`src/rtl/ram_array_read_sequencer_pkg.sv`:
```
// Shared definitions for the bias-read RAM array read sequencer: FSM encoding,
// default read latency and the last-address calculation used at job start.
package ram_array_read_sequencer_pkg;

    localparam int READ_LATENCY_DEFAULT = 1;

    localparam logic [1:0] ST_IDLE  = 2'd0;
    localparam logic [1:0] ST_RUN   = 2'd1;
    localparam logic [1:0] ST_DRAIN = 2'd2;
    localparam logic [1:0] ST_DONE  = 2'd3;

    // Final relative address of a job; skew adds one extra row per active bank beyond the first.
    function automatic int calc_last(input int rows, input int cols, input logic skew,
                                     input int array_size);
        int ec;
        ec = (cols < array_size) ? cols : array_size;
        return rows - 1 + (skew ? ec - 1 : 0);
    endfunction

endpackage

```
`src/rtl/ram_array_read_sequencer_if.sv`:
```
// Job/control and RAM-array read bundle between the task FSM, the sequencer and the RAM array.
interface ram_array_read_sequencer_if #(
    parameter int ADDR_WIDTH          = 12,
    parameter int RAM_INDEX_ADDR_SIZE = 8
);
    logic                           start;
    logic [ADDR_WIDTH-1:0]          cfg_start_addr;
    logic [RAM_INDEX_ADDR_SIZE-1:0] cfg_rows;
    logic [RAM_INDEX_ADDR_SIZE-1:0] cfg_cols;
    logic                           cfg_skew;
    logic                           stall;
    logic                           busy;
    logic                           done;
    logic                           read_req;
    logic [ADDR_WIDTH-1:0]          read_addr;
    logic [ADDR_WIDTH-1:0]          read_start_addr;
    logic [RAM_INDEX_ADDR_SIZE-1:0] max_addr_size;
    logic [RAM_INDEX_ADDR_SIZE-1:0] max_ram_size;
    logic                           addr_bias;
    logic                           data_valid;
    logic                           data_last;

    modport master (
        output start, cfg_start_addr, cfg_rows, cfg_cols, cfg_skew, stall,
        input  busy, done, read_req, read_addr, read_start_addr, max_addr_size,
               max_ram_size, addr_bias, data_valid, data_last
    );

    modport slave (
        input  start, cfg_start_addr, cfg_rows, cfg_cols, cfg_skew, stall,
        output busy, done, read_req, read_addr, read_start_addr, max_addr_size,
               max_ram_size, addr_bias, data_valid, data_last
    );
endinterface

```
`src/rtl/ram_array_read_sequencer_valid_delay_line.sv`:
```
// DEPTH-stage shift register carrying {valid, last} so the strobes line up with RAM read data.
module valid_delay_line #(
    parameter int DEPTH = 1
) (
    input  logic clk,
    input  logic reset_n,
    input  logic valid_i,
    input  logic last_i,
    output logic valid_o,
    output logic last_o
);
    generate
        if (DEPTH == 0) begin : g_pass
            assign valid_o = valid_i;
            assign last_o  = last_i;
        end else begin : g_pipe
            logic [DEPTH-1:0] valid_q;
            logic [DEPTH-1:0] last_q;

            // NOTE: non-blocking assignments let every stage sample its predecessor's old value.
            always_ff @(posedge clk or negedge reset_n) begin
                if (!reset_n) begin
                    valid_q <= '0;
                    last_q  <= '0;
                end else begin
                    valid_q[0] <= valid_i;
                    last_q[0]  <= last_i;
                    for (int i = 1; i < DEPTH; i++) begin
                        valid_q[i] <= valid_q[i-1];
                        last_q[i]  <= last_q[i-1];
                    end
                end
            end

            assign valid_o = valid_q[DEPTH-1];
            assign last_o  = last_q[DEPTH-1];
        end
    endgenerate
endmodule

```
`src/rtl/ram_array_read_sequencer.sv`:
```
// Read-side sequencer for the bias-read RAM array: latches a job, issues addresses 0..LAST
// one per unstalled cycle, aligns valid/last with the read data and pulses done.
module ram_array_read_sequencer
    import ram_array_read_sequencer_pkg::*;
#(
    parameter int ADDR_WIDTH          = 12,
    parameter int ARRAY_SIZE          = 8,
    parameter int RAM_INDEX_ADDR_SIZE = 8,
    parameter int READ_LATENCY        = READ_LATENCY_DEFAULT
) (
    input logic                  clk,
    input logic                  reset_n,
    ram_array_read_sequencer_if.slave bus
);
    localparam int DRAIN_W = $clog2(READ_LATENCY + 1) + 1;

    logic [1:0]                     state_q, state_d;
    logic [ADDR_WIDTH:0]            cnt_q, cnt_d;
    logic [ADDR_WIDTH:0]            last_q, last_d;
    logic [DRAIN_W-1:0]             drain_q, drain_d;
    logic                           read_req_q, read_req_d;
    logic                           read_last_q, read_last_d;
    logic [ADDR_WIDTH-1:0]          read_addr_q, read_addr_d;
    logic [ADDR_WIDTH-1:0]          start_addr_q, start_addr_d;
    logic [RAM_INDEX_ADDR_SIZE-1:0] rows_q, rows_d;
    logic [RAM_INDEX_ADDR_SIZE-1:0] cols_q, cols_d;
    logic                           skew_q, skew_d;

    always_comb begin
        // NOTE: every variable gets a default first so no path leaves one unassigned (no latches).
        state_d      = state_q;
        cnt_d        = cnt_q;
        last_d       = last_q;
        drain_d      = drain_q;
        read_req_d   = 1'b0;
        read_last_d  = 1'b0;
        read_addr_d  = read_addr_q;
        start_addr_d = start_addr_q;
        rows_d       = rows_q;
        cols_d       = cols_q;
        skew_d       = skew_q;

        case (state_q)
            ST_IDLE: begin
                read_addr_d = '0;
                cnt_d       = '0;
                if (bus.start) begin
                    start_addr_d = bus.cfg_start_addr;
                    rows_d       = bus.cfg_rows;
                    cols_d       = bus.cfg_cols;
                    skew_d       = bus.cfg_skew;
                    last_d       = (ADDR_WIDTH+1)'(calc_last(int'(bus.cfg_rows), int'(bus.cfg_cols),
                                                             bus.cfg_skew, ARRAY_SIZE));
                    drain_d      = '0;
                    state_d      = (bus.cfg_rows == '0 || bus.cfg_cols == '0) ? ST_DONE : ST_RUN;
                end
            end
            ST_RUN: begin
                if (!bus.stall) begin
                    read_req_d  = 1'b1;
                    read_addr_d = cnt_q[ADDR_WIDTH-1:0];
                    read_last_d = (cnt_q == last_q);
                    cnt_d       = cnt_q + 1'b1;
                    if (cnt_q == last_q) state_d = ST_DRAIN;
                end
            end
            ST_DRAIN: begin
                // Leave once the final beat has reached the delay-line output.
                read_addr_d = '0;
                if (drain_q == DRAIN_W'(READ_LATENCY)) state_d = ST_DONE;
                else                                   drain_d = drain_q + 1'b1;
            end
            ST_DONE: begin
                read_addr_d = '0;
                state_d     = ST_IDLE;
            end
            default: state_d = ST_IDLE;
        endcase
    end

    always_ff @(posedge clk or negedge reset_n) begin
        if (!reset_n) begin
            state_q      <= ST_IDLE;
            cnt_q        <= '0;
            last_q       <= '0;
            drain_q      <= '0;
            read_req_q   <= 1'b0;
            read_last_q  <= 1'b0;
            read_addr_q  <= '0;
            start_addr_q <= '0;
            rows_q       <= '0;
            cols_q       <= '0;
            skew_q       <= 1'b0;
        end else begin
            state_q      <= state_d;
            cnt_q        <= cnt_d;
            last_q       <= last_d;
            drain_q      <= drain_d;
            read_req_q   <= read_req_d;
            read_last_q  <= read_last_d;
            read_addr_q  <= read_addr_d;
            start_addr_q <= start_addr_d;
            rows_q       <= rows_d;
            cols_q       <= cols_d;
            skew_q       <= skew_d;
        end
    end

    valid_delay_line #(
        .DEPTH(READ_LATENCY)
    ) u_valid_delay_line (
        .clk     (clk),
        .reset_n (reset_n),
        .valid_i (read_req_q),
        .last_i  (read_last_q),
        .valid_o (bus.data_valid),
        .last_o  (bus.data_last)
    );

    assign bus.busy            = (state_q != ST_IDLE);
    assign bus.done            = (state_q == ST_DONE);
    assign bus.read_req        = read_req_q;
    assign bus.read_addr       = read_addr_q;
    assign bus.read_start_addr = start_addr_q;
    assign bus.max_addr_size   = rows_q;
    assign bus.max_ram_size    = cols_q;
    assign bus.addr_bias       = skew_q;
endmodule

```
`src/flat_wrapper.sv`:
```
// flat-port wrapper written by rule: the top's interface ports become plain ports
module ram_array_read_sequencer_flat import ram_array_read_sequencer_pkg::*;
#(
    parameter int ADDR_WIDTH          = 12,
    parameter int ARRAY_SIZE          = 8,
    parameter int RAM_INDEX_ADDR_SIZE = 8,
    parameter int READ_LATENCY        = READ_LATENCY_DEFAULT
)
  (clk, reset_n, bus_start, bus_cfg_start_addr, bus_cfg_rows, bus_cfg_cols, bus_cfg_skew, bus_stall, bus_busy, bus_done, bus_read_req, bus_read_addr, bus_read_start_addr, bus_max_addr_size, bus_max_ram_size, bus_addr_bias, bus_data_valid, bus_data_last);
  ram_array_read_sequencer_if #(.ADDR_WIDTH(ADDR_WIDTH), .RAM_INDEX_ADDR_SIZE(RAM_INDEX_ADDR_SIZE)) bus_i ();
  input logic clk;
  input logic reset_n;
  input wire logic [$bits(bus_i.start)-1:0] bus_start;
  input wire logic [$bits(bus_i.cfg_start_addr)-1:0] bus_cfg_start_addr;
  input wire logic [$bits(bus_i.cfg_rows)-1:0] bus_cfg_rows;
  input wire logic [$bits(bus_i.cfg_cols)-1:0] bus_cfg_cols;
  input wire logic [$bits(bus_i.cfg_skew)-1:0] bus_cfg_skew;
  input wire logic [$bits(bus_i.stall)-1:0] bus_stall;
  output wire logic [$bits(bus_i.busy)-1:0] bus_busy;
  output wire logic [$bits(bus_i.done)-1:0] bus_done;
  output wire logic [$bits(bus_i.read_req)-1:0] bus_read_req;
  output wire logic [$bits(bus_i.read_addr)-1:0] bus_read_addr;
  output wire logic [$bits(bus_i.read_start_addr)-1:0] bus_read_start_addr;
  output wire logic [$bits(bus_i.max_addr_size)-1:0] bus_max_addr_size;
  output wire logic [$bits(bus_i.max_ram_size)-1:0] bus_max_ram_size;
  output wire logic [$bits(bus_i.addr_bias)-1:0] bus_addr_bias;
  output wire logic [$bits(bus_i.data_valid)-1:0] bus_data_valid;
  output wire logic [$bits(bus_i.data_last)-1:0] bus_data_last;
  assign bus_i.start = bus_start;
  assign bus_i.cfg_start_addr = bus_cfg_start_addr;
  assign bus_i.cfg_rows = bus_cfg_rows;
  assign bus_i.cfg_cols = bus_cfg_cols;
  assign bus_i.cfg_skew = bus_cfg_skew;
  assign bus_i.stall = bus_stall;
  assign bus_busy = bus_i.busy;
  assign bus_done = bus_i.done;
  assign bus_read_req = bus_i.read_req;
  assign bus_read_addr = bus_i.read_addr;
  assign bus_read_start_addr = bus_i.read_start_addr;
  assign bus_max_addr_size = bus_i.max_addr_size;
  assign bus_max_ram_size = bus_i.max_ram_size;
  assign bus_addr_bias = bus_i.addr_bias;
  assign bus_data_valid = bus_i.data_valid;
  assign bus_data_last = bus_i.data_last;
  ram_array_read_sequencer #(.ADDR_WIDTH(ADDR_WIDTH), .ARRAY_SIZE(ARRAY_SIZE), .RAM_INDEX_ADDR_SIZE(RAM_INDEX_ADDR_SIZE), .READ_LATENCY(READ_LATENCY)) u_core (.clk(clk), .reset_n(reset_n), .bus(bus_i));
endmodule
```
`config.mk`:
```
export PLATFORM = sky130hd
export DESIGN_NAME = ram_array_read_sequencer_flat
export DESIGN_NICKNAME = d
export VERILOG_FILES = /design/src/rtl/ram_array_read_sequencer_pkg.sv /design/src/rtl/ram_array_read_sequencer_if.sv /design/src/rtl/ram_array_read_sequencer_valid_delay_line.sv /design/src/rtl/ram_array_read_sequencer.sv /design/src/flat_wrapper.sv
export SDC_FILE = /design/constraint.sdc
export NUM_CORES = 1
export LEC_CHECK = 0
export CORE_ASPECT_RATIO = 1.75
export CORE_MARGIN = 8
export CORE_UTILIZATION = 55
export CTS_CLUSTER_DIAMETER = 100
export DETAILED_ROUTE_END_ITERATION = 16
export GPL_TIMING_DRIVEN = 0
export PLACE_DENSITY = 0.84
export SYNTH_ARGS = -nofsm -noshare
export SYNTH_HDL_FRONTEND = slang
export SYNTH_SLANG_ARGS = --single-unit
export TNS_END_PERCENT = 20
```
`constraint.sdc`:
```
create_clock -name clk -period 5.3 [get_ports clk]
set_clock_uncertainty 0.2 [all_clocks]
set_input_delay 0.795 -clock clk [delete_from_list [all_inputs] [get_ports clk]]
set_output_delay 0.795 -clock clk [all_outputs]
set_load 0.05 [all_outputs]
```
==> impl_metrics.tcl, run 1 <==
set metrics [dict create \
    grt-ovfl-total 0 \
    period_minus_slack_ns 4.19 \
    cts_tree "built" \
    place_hpwl_um 7700 \
    die-area_um2 10600 \
    holdPathEnd "u_core.u_valid_delay_line.last_o" \
    fmax_mhz 238 \
    r2r_cells 8 \
    syn_to_final_growth_pct 29.1 \
    synth_top_cell_area_share_pct 45.6 \
    drt_iter0_drc 160 \
    clk_latency_ns 0.34 \
    r2r_end "u_core.state_q[1]" \
    multiInputGateArea_um2 2090 \
    worstHoldStart "u_core.read_last_q" \
    post_cts_buffers 0 \
    critPathTopFamily "simple AND/OR/NAND/NOR gates" \
    yosys-top-cells-count "nand2_1, dfrtp_1, o21ai_0" \
    worstHoldPathCells 0 \
    synth_fp_nets 524 \
    vias 3637 \
    io_pins 79 \
    cts_buffer_depth 2 \
    setup_tns_ns 0 \
    outcome "finished clean" \
    grt_pass1_vias 3751 \
    min_period_over_period_pct 79.1 \
    cts_root_buf "clkbuf_16" \
    r2r-start "u_core.state_q[0]" \
    synth_area_um2 4110 \
    dp.cells 634 \
    vdd_drop_max_uv 186 \
    power_leakage_uw 0.00251 \
    fp-row-count 41 \
    grt_max_degree 76 \
    initial_core_util_pct 56.9 \
    cp-startpoint "bus_cfg_cols[5]" \
    cp-end-kind "flip-flop" \
    start_kind "primary input" \
    path_class "primary input to flip-flop" \
    synth_edf_count 0 \
    yosysSeqAreaShare_pct 45.6 \
    reg2reg_slack_ns 2.92 \
    gp_congestion 0.885 \
    power_density_nw_per_um2 284 \
    dr.pass1.iters 4 \
    antenna_found_initial 0 \
    cp.buffers_inverters 1 \
    cp.arrival_ns 4.25 \
    ant_nets 0 \
    grt_pass1_wl_um 17500 \
    final-setup-viol-count 0 \
    grtUsageTotal_pct 21.1 \
    synth_most_common_cell "nand2_1" \
    required_ns 5.36 \
    final_util_pct 73.4 \
    max-cap-violations 0 \
    whs_ns 0.149 \
    synthDistinctLibCells 52 \
    cts_resized 0 \
    hp-class "flip-flop to flip-flop" \
    h-tree-depth 3 \
    die-width_um 81.4 \
    antenna_cells 0 \
    ys_async_sr_fraction_pct 100 \
    drv_slew 0 \
    worst-path-stages 13 \
    ys_ff_latch 75 \
    regArea_um2 1880 \
    cts_buffers 9 \
    yosys.area.top_type "dfrtp_1" \
    portBuffers 78 \
    drt-vias-per-instance 5.60 \
    avgSynthCellArea_um2 8.77 \
    ys_warn_count 0 \
    drcViolationCount 0 \
    fillers 515 \
    fin_ws_ns 1.11 \
    finalNetCount 614 \
    clkTransAtPathRegs_ns 0.06 \
    rsz0062_at_grt "false" \
    dp_slack_ns 0.899 \
    ys.flop_type "dfrtp_1" \
    tightest_slew_ns 0.536 \
    slew_headroom_pct 64.2 \
    crit_fanout 5 \
    drt-total-wl_um 10300 \
    crit_slowest_cell "or4_4" \
    drive_above_1_share_pct 5.15 \
    fin_cells 649 \
    synth_top_cells_by_area "dfrtp_1, nand2_1, ha_1" \
    synth_cells 469 \
    core_um2 7230 \
    die_h_um 130 \
    wl_per_cell_um 15.9 \
    crit_top_cell "ha_1" \
    path_cells "clkdlybuf4s50_1, or4_4, nor2_1, nand2_1, ha_1, xnor2_1, and2_1, ha_1, nor2b_1, o31a_1, o32ai_2, o2111ai_1, o211ai_1" \
    cts_sinks 75 \
    ctsHoldBuffers 0 \
    final_hold_viol_count 0 \
    critical-path-max-stage-delay_ns 0.55 \
]
[per-layer routing]
metal,track usage (%),vias to the layer above,share of wire [%]
met5,0,-,0
met4,12.0,0,4.1
met3,6.91,34,7.0
met2,36.9,127,54
met1,20.9,1703,35
li1,-,1773,-
[worst max-delay path by stage]
| stage | to | slack, ns |
|---|---|---|
| global route | u_core.last_q[11] | 0.99 |
| global placement | u_core.bus.max_ram_size[0] | 0.73 |
| finish | u_core.last_q[12] | 1.11 |
| floorplan | u_core.last_q[11] | 1.59 |
| CTS | u_core.last_q[12] | 1.19 |
| detailed placement | u_core.last_q[12] | 0.90 |
[layout by cell type, fill, tap and decap left out, types with 2 or more instances in the layout]
cell             Yosys  routed
clkbuf_1            13      13
a211oi_1             4       4
o21ai_0             28      28
buf_1                3       3
o22ai_1              2       2
dfrtp_1             75      75
xor2_1              11      11
or4_1                3       3
a21o_1               3       3
o31a_1               3       3
and3_1              11      11
o21a_1               3       3
o21bai_1             2       2
or2_1                2       2
o31ai_1              7       7
buf_6                2       2
nand3_1             12      12
nor2b_1              4       4
nand4_1              7       7
ha_1                21      21
mux2i_1              7       7
o2111ai_1            2       2
nor3_1               3       3
clkbuf_16            0       9
or3_1                2       2
and2_1               5       5
inv_1               11      11
nand2_1            153     153
nor2_1              23      23
clkinv_2             0       4
o211ai_1             5       5
buf_2                3       3
xnor2_1             10      10
nor4_1               2       2
clkdlybuf4s50_1      0      77
a21oi_1              8       8
[power breakdown]
part | switching (µW) | total, µW | leakage (µW) | internal, µW
logic | 173 | 289 | 0.00139 | 116
registers | 28.2 | 636 | 0.000982 | 608
clock network | 225 | 582 | 0.000141 | 358
total | 426 | 1510 | 0.00251 | 1080
[registers in the layout (all words and copies together) (netlist names)]
register,count
u_core.bus.read_start_addr,12
u_core.bus.read_req,1
u_core.bus.addr_bias,1
u_core.last_q,13
u_core.u_valid_delay_line.last_o,1
u_core.bus.max_ram_size,8
u_core.bus.max_addr_size,8
u_core.read_last_q,1
u_core.bus.read_addr,12
u_core.cnt_q,13
u_core.u_valid_delay_line.valid_o,1
u_core.drain_q,2
u_core.state_q,2
[cell type report]
cell class | count | area share (%)
plain buffers | 21 | 1.84
inverters | 12 | 0.848
well taps | 86 | 2.03
clock buffers | 9 | 4.24
repair buffers | 79 | 15.2
flip-flops and latches | 75 | 35.4
clock inverters | 6 | 1.08
multi-input cells | 361 | 39.4
[per-stage QoR]
step,power [µW],instance area [µm²]
5_1_grt,1570,5310
4_1_cts,1520,5310
3_3_place_gp,920,5000
2_1_floorplan,824,4110
3_5_place_dp,932,5030
6_report,1510,5310
[cells by family after synthesis]
logic type | count (synthesis) | synth area share (%)
fa+ha+maj | 22 | 6.88
xor+xnor | 22 | 4.87
compound gates | 76 | 12.3
buf+inv | 33 | 3.47
mux | 8 | 1.98
flops | 75 | 45.6
simple gates | 233 | 24.9
Power figures use the tool's default switching activity.
==> run 2: changes to the inputs <==
- CORE_UTILIZATION: 55 -> 47
- PLACE_DENSITY: 0.84 -> 0.76
- clock period: 5.3 -> 3.4 ns (I/O delays scaled with it)
==> impl_metrics.tcl, run 2 (synthesis gave the netlist of run 1 again) <==
set metrics [dict create \
    outcome "finished clean" \
    grt_pass1_vias 3985 \
    drv_slew 0 \
    final_util_pct 64.2 \
    hp-class "flip-flop to flip-flop" \
    final-setup-viol-count 0 \
    fmax_mhz 295 \
    antenna_found_initial 0 \
    dp_slack_ns -0.739 \
    die-width_um 86.7 \
    period_minus_slack_ns 3.39 \
    required_ns 3.45 \
    cts_buffers 9 \
    slew_headroom_pct 64.0 \
    cts_sinks 75 \
    ant_nets 0 \
    reg2reg_slack_ns 1.00 \
    cts_root_buf "clkbuf_16" \
    cp.arrival_ns 3.44 \
    clkTransAtPathRegs_ns 0.06 \
    cp-end-kind "flip-flop" \
    finalNetCount 621 \
    start_kind "primary input" \
    drcViolationCount 0 \
    gp_congestion 0.876 \
    portBuffers 78 \
    rsz0062_at_grt "true" \
    syn_to_final_growth_pct 34.4 \
    die_h_um 140 \
    core_um2 8610 \
    tightest_slew_ns 0.538 \
    die-area_um2 12100 \
    reg_top3 "u_core.cnt_q x13, u_core.last_q x13" \
    power_leakage_uw 0.00259 \
    grt_pass1_wl_um 18000 \
    whs_ns 0.149 \
    dp.cells 665 \
    clk_latency_ns 0.34 \
    drt-vias-per-instance 5.36 \
    fin_ws_ns 0.0119 \
    wl_per_cell_um 15.3 \
    power_density_nw_per_um2 448 \
    final_common_cell "nand2_1" \
    max-cap-violations 0 \
    min_period_over_period_pct 99.6 \
    fp-row-count 45 \
    antenna_cells 0 \
    vias 3686 \
    cts_buffer_depth 2 \
    grtUsageTotal_pct 18.5 \
    fin_cells 688 \
    drt-total-wl_um 10500 \
    io_pins 79 \
    drt_iter0_drc 150 \
    grt_max_degree 72 \
    drive_above_1_share_pct 8.23 \
    place_hpwl_um 7940 \
    cts_tree "built" \
    vdd_drop_max_uv 294 \
    dr.pass1.iters 4 \
    h-tree-depth 3 \
    initial_core_util_pct 47.7 \
    path_class "primary input to flip-flop" \
    grt-ovfl-total 0 \
    crit_fanout 3 \
    power.total_uw 2480 \
    layout_common_cells "nand2_1, dfrtp_1, clkdlybuf4s50_1, o21ai_0, nor2_1" \
    final_hold_viol_count 0 \
]
[run 2: per-stage QoR]
| stage | TNS, ns | area (µm²) |
|---|---|---|
| after global placement | -73.33 | 5040 |
| after global routing | -0.112 | 5530 |
| after detailed placement | -5.34 | 5070 |
| final | 0 | 5530 |
| after CTS | 0 | 5520 |
| after floorplan | 0 | 4120 |
[run 2: layout make-up]
type	instances	area (µm²)
fillers	723	3090
multi-input cells	361	2180
flip-flops and latches	75	1880
repair buffers	86	858
clock buffers	10	229
well taps	117	146
plain buffers	21	97.6
clock inverters	6	90.1
inverters	12	45.0
[run 2: path summary, 6_finish.rpt]
kind,start,endpoint,depth (start not counted)
worst max-delay path,bus_cfg_cols[5],u_core.last_q[6],14
worst min register to register,u_core.read_last_q,u_core.u_valid_delay_line.last_o,0
max in group asynchronous,reset_n,u_core.bus.read_addr[6],3
worst max register to register,u_core.state_q[0],u_core.state_q[1],8
min in group asynchronous,reset_n,u_core.bus.read_start_addr[11],2
worst min-delay path,u_core.read_last_q,u_core.u_valid_delay_line.last_o,0
[run 2: layer usage]
| metal | vias up | track usage, % | part of all wire (%) |
|---|---|---|---|
| met3 | 34 | 5.60 | 6.0 |
| met5 | - | 0 | 0 |
| met4 | 0 | 10.6 | 3.7 |
| li1 | 1794 | - | - |
| met1 | 1748 | 17.3 | 35 |
| met2 | 110 | 33.7 | 55 |
[run 2: report_power, final]
part           switching [µW]  internal (µW)  total, µW
combinational             274            190        465
sequential               44.7            947        992
clock                     376            644       1020
total                     695           1780       2480
[run 2: timing repair]
| item | CTS | global route |
|---|---|---|
| gates resized for setup | 19 | 3 |
| buffers inserted | 6 | 0 |
| hold buffers | 1 | 0 |
| endpoints found under the hold margin | 4 | 0 |
| cloned | 0 | 0 |
| setup endpoints to repair | 8 | 5 |
| pin swaps | 10 | 1 |
[run 2: worst max-delay path: stages]
cell and delay, ns:
clkdlybuf4s15_1 0.21, or4_4 0.55, nor2_4 0.13, nand2_2 0.09, ha_4 0.18, xnor2_2 0.13, and2_4 0.16, ha_4 0.23
nor2b_2 0.16, o31a_1 0.34, buf_4 0.17, o21a_1 0.18, o21a_1 0.20, o31ai_2 0.20
==> run 3: changes to the inputs <==
- CORE_UTILIZATION: 47 -> 49
- CTS_BUF_LIST: default -> sky130_fd_sc_hd__clkbuf_8
- PLACE_DENSITY: 0.76 -> 0.79
==> impl_metrics.tcl, run 3 (synthesis gave the netlist of run 1 again) <==
set metrics [dict create \
    fin_ws_ns 0.0690 \
    final_common_cell "nand2_1" \
    period_minus_slack_ns 3.33 \
    drcViolationCount 0 \
    die-area_um2 11700 \
    crit_fanout 4 \
    required_ns 3.50 \
    ant_nets 0 \
    clkTransAtPathRegs_ns 0.08 \
    initial_core_util_pct 50.1 \
    final_hold_viol_count 0 \
    grt-ovfl-total 0 \
    final_util_pct 65.4 \
    layout_common_cells "nand2_1, dfrtp_1, clkdlybuf4s50_1, o21ai_0, nor2_1" \
    cts_buffers 9 \
    fmax_mhz 300 \
    clk_latency_ns 0.36 \
    hp-class "flip-flop to flip-flop" \
    place_hpwl_um 7930 \
    cts_root_buf "clkbuf_8" \
    cts_tree "built" \
    reg_top3 "u_core.cnt_q x13, u_core.last_q x13" \
    final-setup-viol-count 0 \
    min_period_over_period_pct 98.0 \
    antenna_found_initial 0 \
    portBuffers 78 \
    core_um2 8200 \
    critical-path-max-stage-delay_ns 0.56 \
    dp_slack_ns -0.732 \
    grtUsageTotal_pct 18.7 \
    cp.arrival_ns 3.43 \
    path_class "primary input to flip-flop" \
    grt_pass1_vias 3747 \
    cts_buffer_depth 2 \
    finalNetCount 621 \
    power_leakage_uw 0.00253 \
    path_cells "dlygate4sd2_1, or4_4, nor2_4, nand2_2, ha_4, xnor2_2, and2_4, ha_4, o21ai_1, or2_1, a21o_1, or4_1, nand3_1" \
    setup_tns_ns 0 \
    power_density_nw_per_um2 411 \
    wl_per_cell_um 15.5 \
    antenna_cells 0 \
    drt-total-wl_um 10300 \
    vias 3628 \
    cp-end-kind "flip-flop" \
    crit_slowest_cell "or4_4" \
    h-tree-depth 3 \
    slew_headroom_pct 64.1 \
    cts_sinks 75 \
    crit_top_cell "ha_4" \
    vdd_drop_max_uv 270 \
    start_kind "primary input" \
    drv_slew 0 \
    io_pins 79 \
    tightest_slew_ns 0.537 \
    fp-row-count 44 \
    gp_congestion 0.921 \
    die-width_um 85.3 \
    fillers 665 \
    drive_above_1_share_pct 7.88 \
    outcome "finished clean" \
    grt_max_degree 48 \
    drt_iter0_drc 123 \
    max-cap-violations 0 \
    drt-vias-per-instance 5.47 \
    dr.pass1.iters 4 \
    rsz0062_at_grt "true" \
    whs_ns 0.152 \
    die_h_um 137 \
    grt_pass1_wl_um 17400 \
    syn_to_final_growth_pct 30.5 \
]
run 3: cell count changes in the layout (fill, tap and decap cells not counted), moves of 2 or more:
cell / previous run / this run
clkbuf_8: 0 / 9
clkdlybuf4s15_1: 2 / 0
dlygate4sd2_1: 2 / 4
clkinv_4: 2 / 0
clkbuf_16: 9 / 0
run 3: per-stage QoR:
stage | power [µW] | cell area, µm² | std cells
floorplan | 1280 | 4120 | 469
global placement | 1440 | 5010 | 639
detailed placement | 1460 | 5040 | 640
CTS | 2220 | 5370 | 663
global route | 2310 | 5370 | 663
finish | 2200 | 5370 | 663
run 3: what timing repair did:
item,CTS,global route
buffers inserted,6,0
pin swaps,9,7
hold endpoints to repair,28,0
resized for setup,17,1
hold buffers,1,0
endpoints found under the setup margin,8,6
run 3: metal layers:
| layer | vias to the layer above | wire length (µm) | track usage, % |
|---|---|---|---|
| li1 | 1789 | - | - |
| met1 | 1712 | 3690 | 17.9 |
| met2 | 101 | 5590 | 34.8 |
| met3 | 26 | 667 | 5.85 |
| met4 | 0 | 315 | 9.80 |
| met5 | - | 0 | 0 |
run 3: layout make-up:
cell class / instances / area (µm²) / share of cell area (%)
plain buffers: 21 / 97.6 / 1.82
clock buffers: 9 / 124 / 2.31
clock inverters: 7 / 92.6 / 1.73
inverters: 12 / 45.0 / 0.839
multi-input cells: 361 / 2160 / 40.2
flip-flops and latches: 75 / 1880 / 35.0
well taps: 92 / 115 / 2.15
repair buffers: 86 / 856 / 15.9
run 3: power breakdown:
group          leakage, µW  internal (µW)  switching [µW]
clock             0.000107            412             343
sequential        0.000982            946            44.0
combinational      0.00144            188             271
total              0.00253           1550             658
run 3: worst max-delay path: cells and delay by family:
kind / cells / cell delay [ns]
buffers and inverters: 1 / 0.25
xor gates and xnor gates: 1 / 0.13
and+or+nand+nor: 7 / 1.77
adders and majority gates: 2 / 0.45
AOI/OAI and AO/OA: 2 / 0.30
run 3: worst paths after layout:
| kind | slack (ns) | endpoint | depth (start not counted) | start |
|---|---|---|---|---|
| worst max-delay path | 0.07 | u_core.last_q[11] | 13 | bus_cfg_cols[6] |
| worst min-delay path | 0.15 | u_core.u_valid_delay_line.last_o | 0 | u_core.read_last_q |
| max in group asynchronous | 2.03 | u_core.bus.read_req | 3 | reset_n |
| worst max register to register | 0.99 | u_core.state_q[1] | 8 | u_core.state_q[0] |
| worst min register to register | 0.15 | u_core.u_valid_delay_line.last_o | 0 | u_core.read_last_q |
| min in group asynchronous | 0.42 | u_core.bus.read_start_addr[9] | 2 | reset_n |
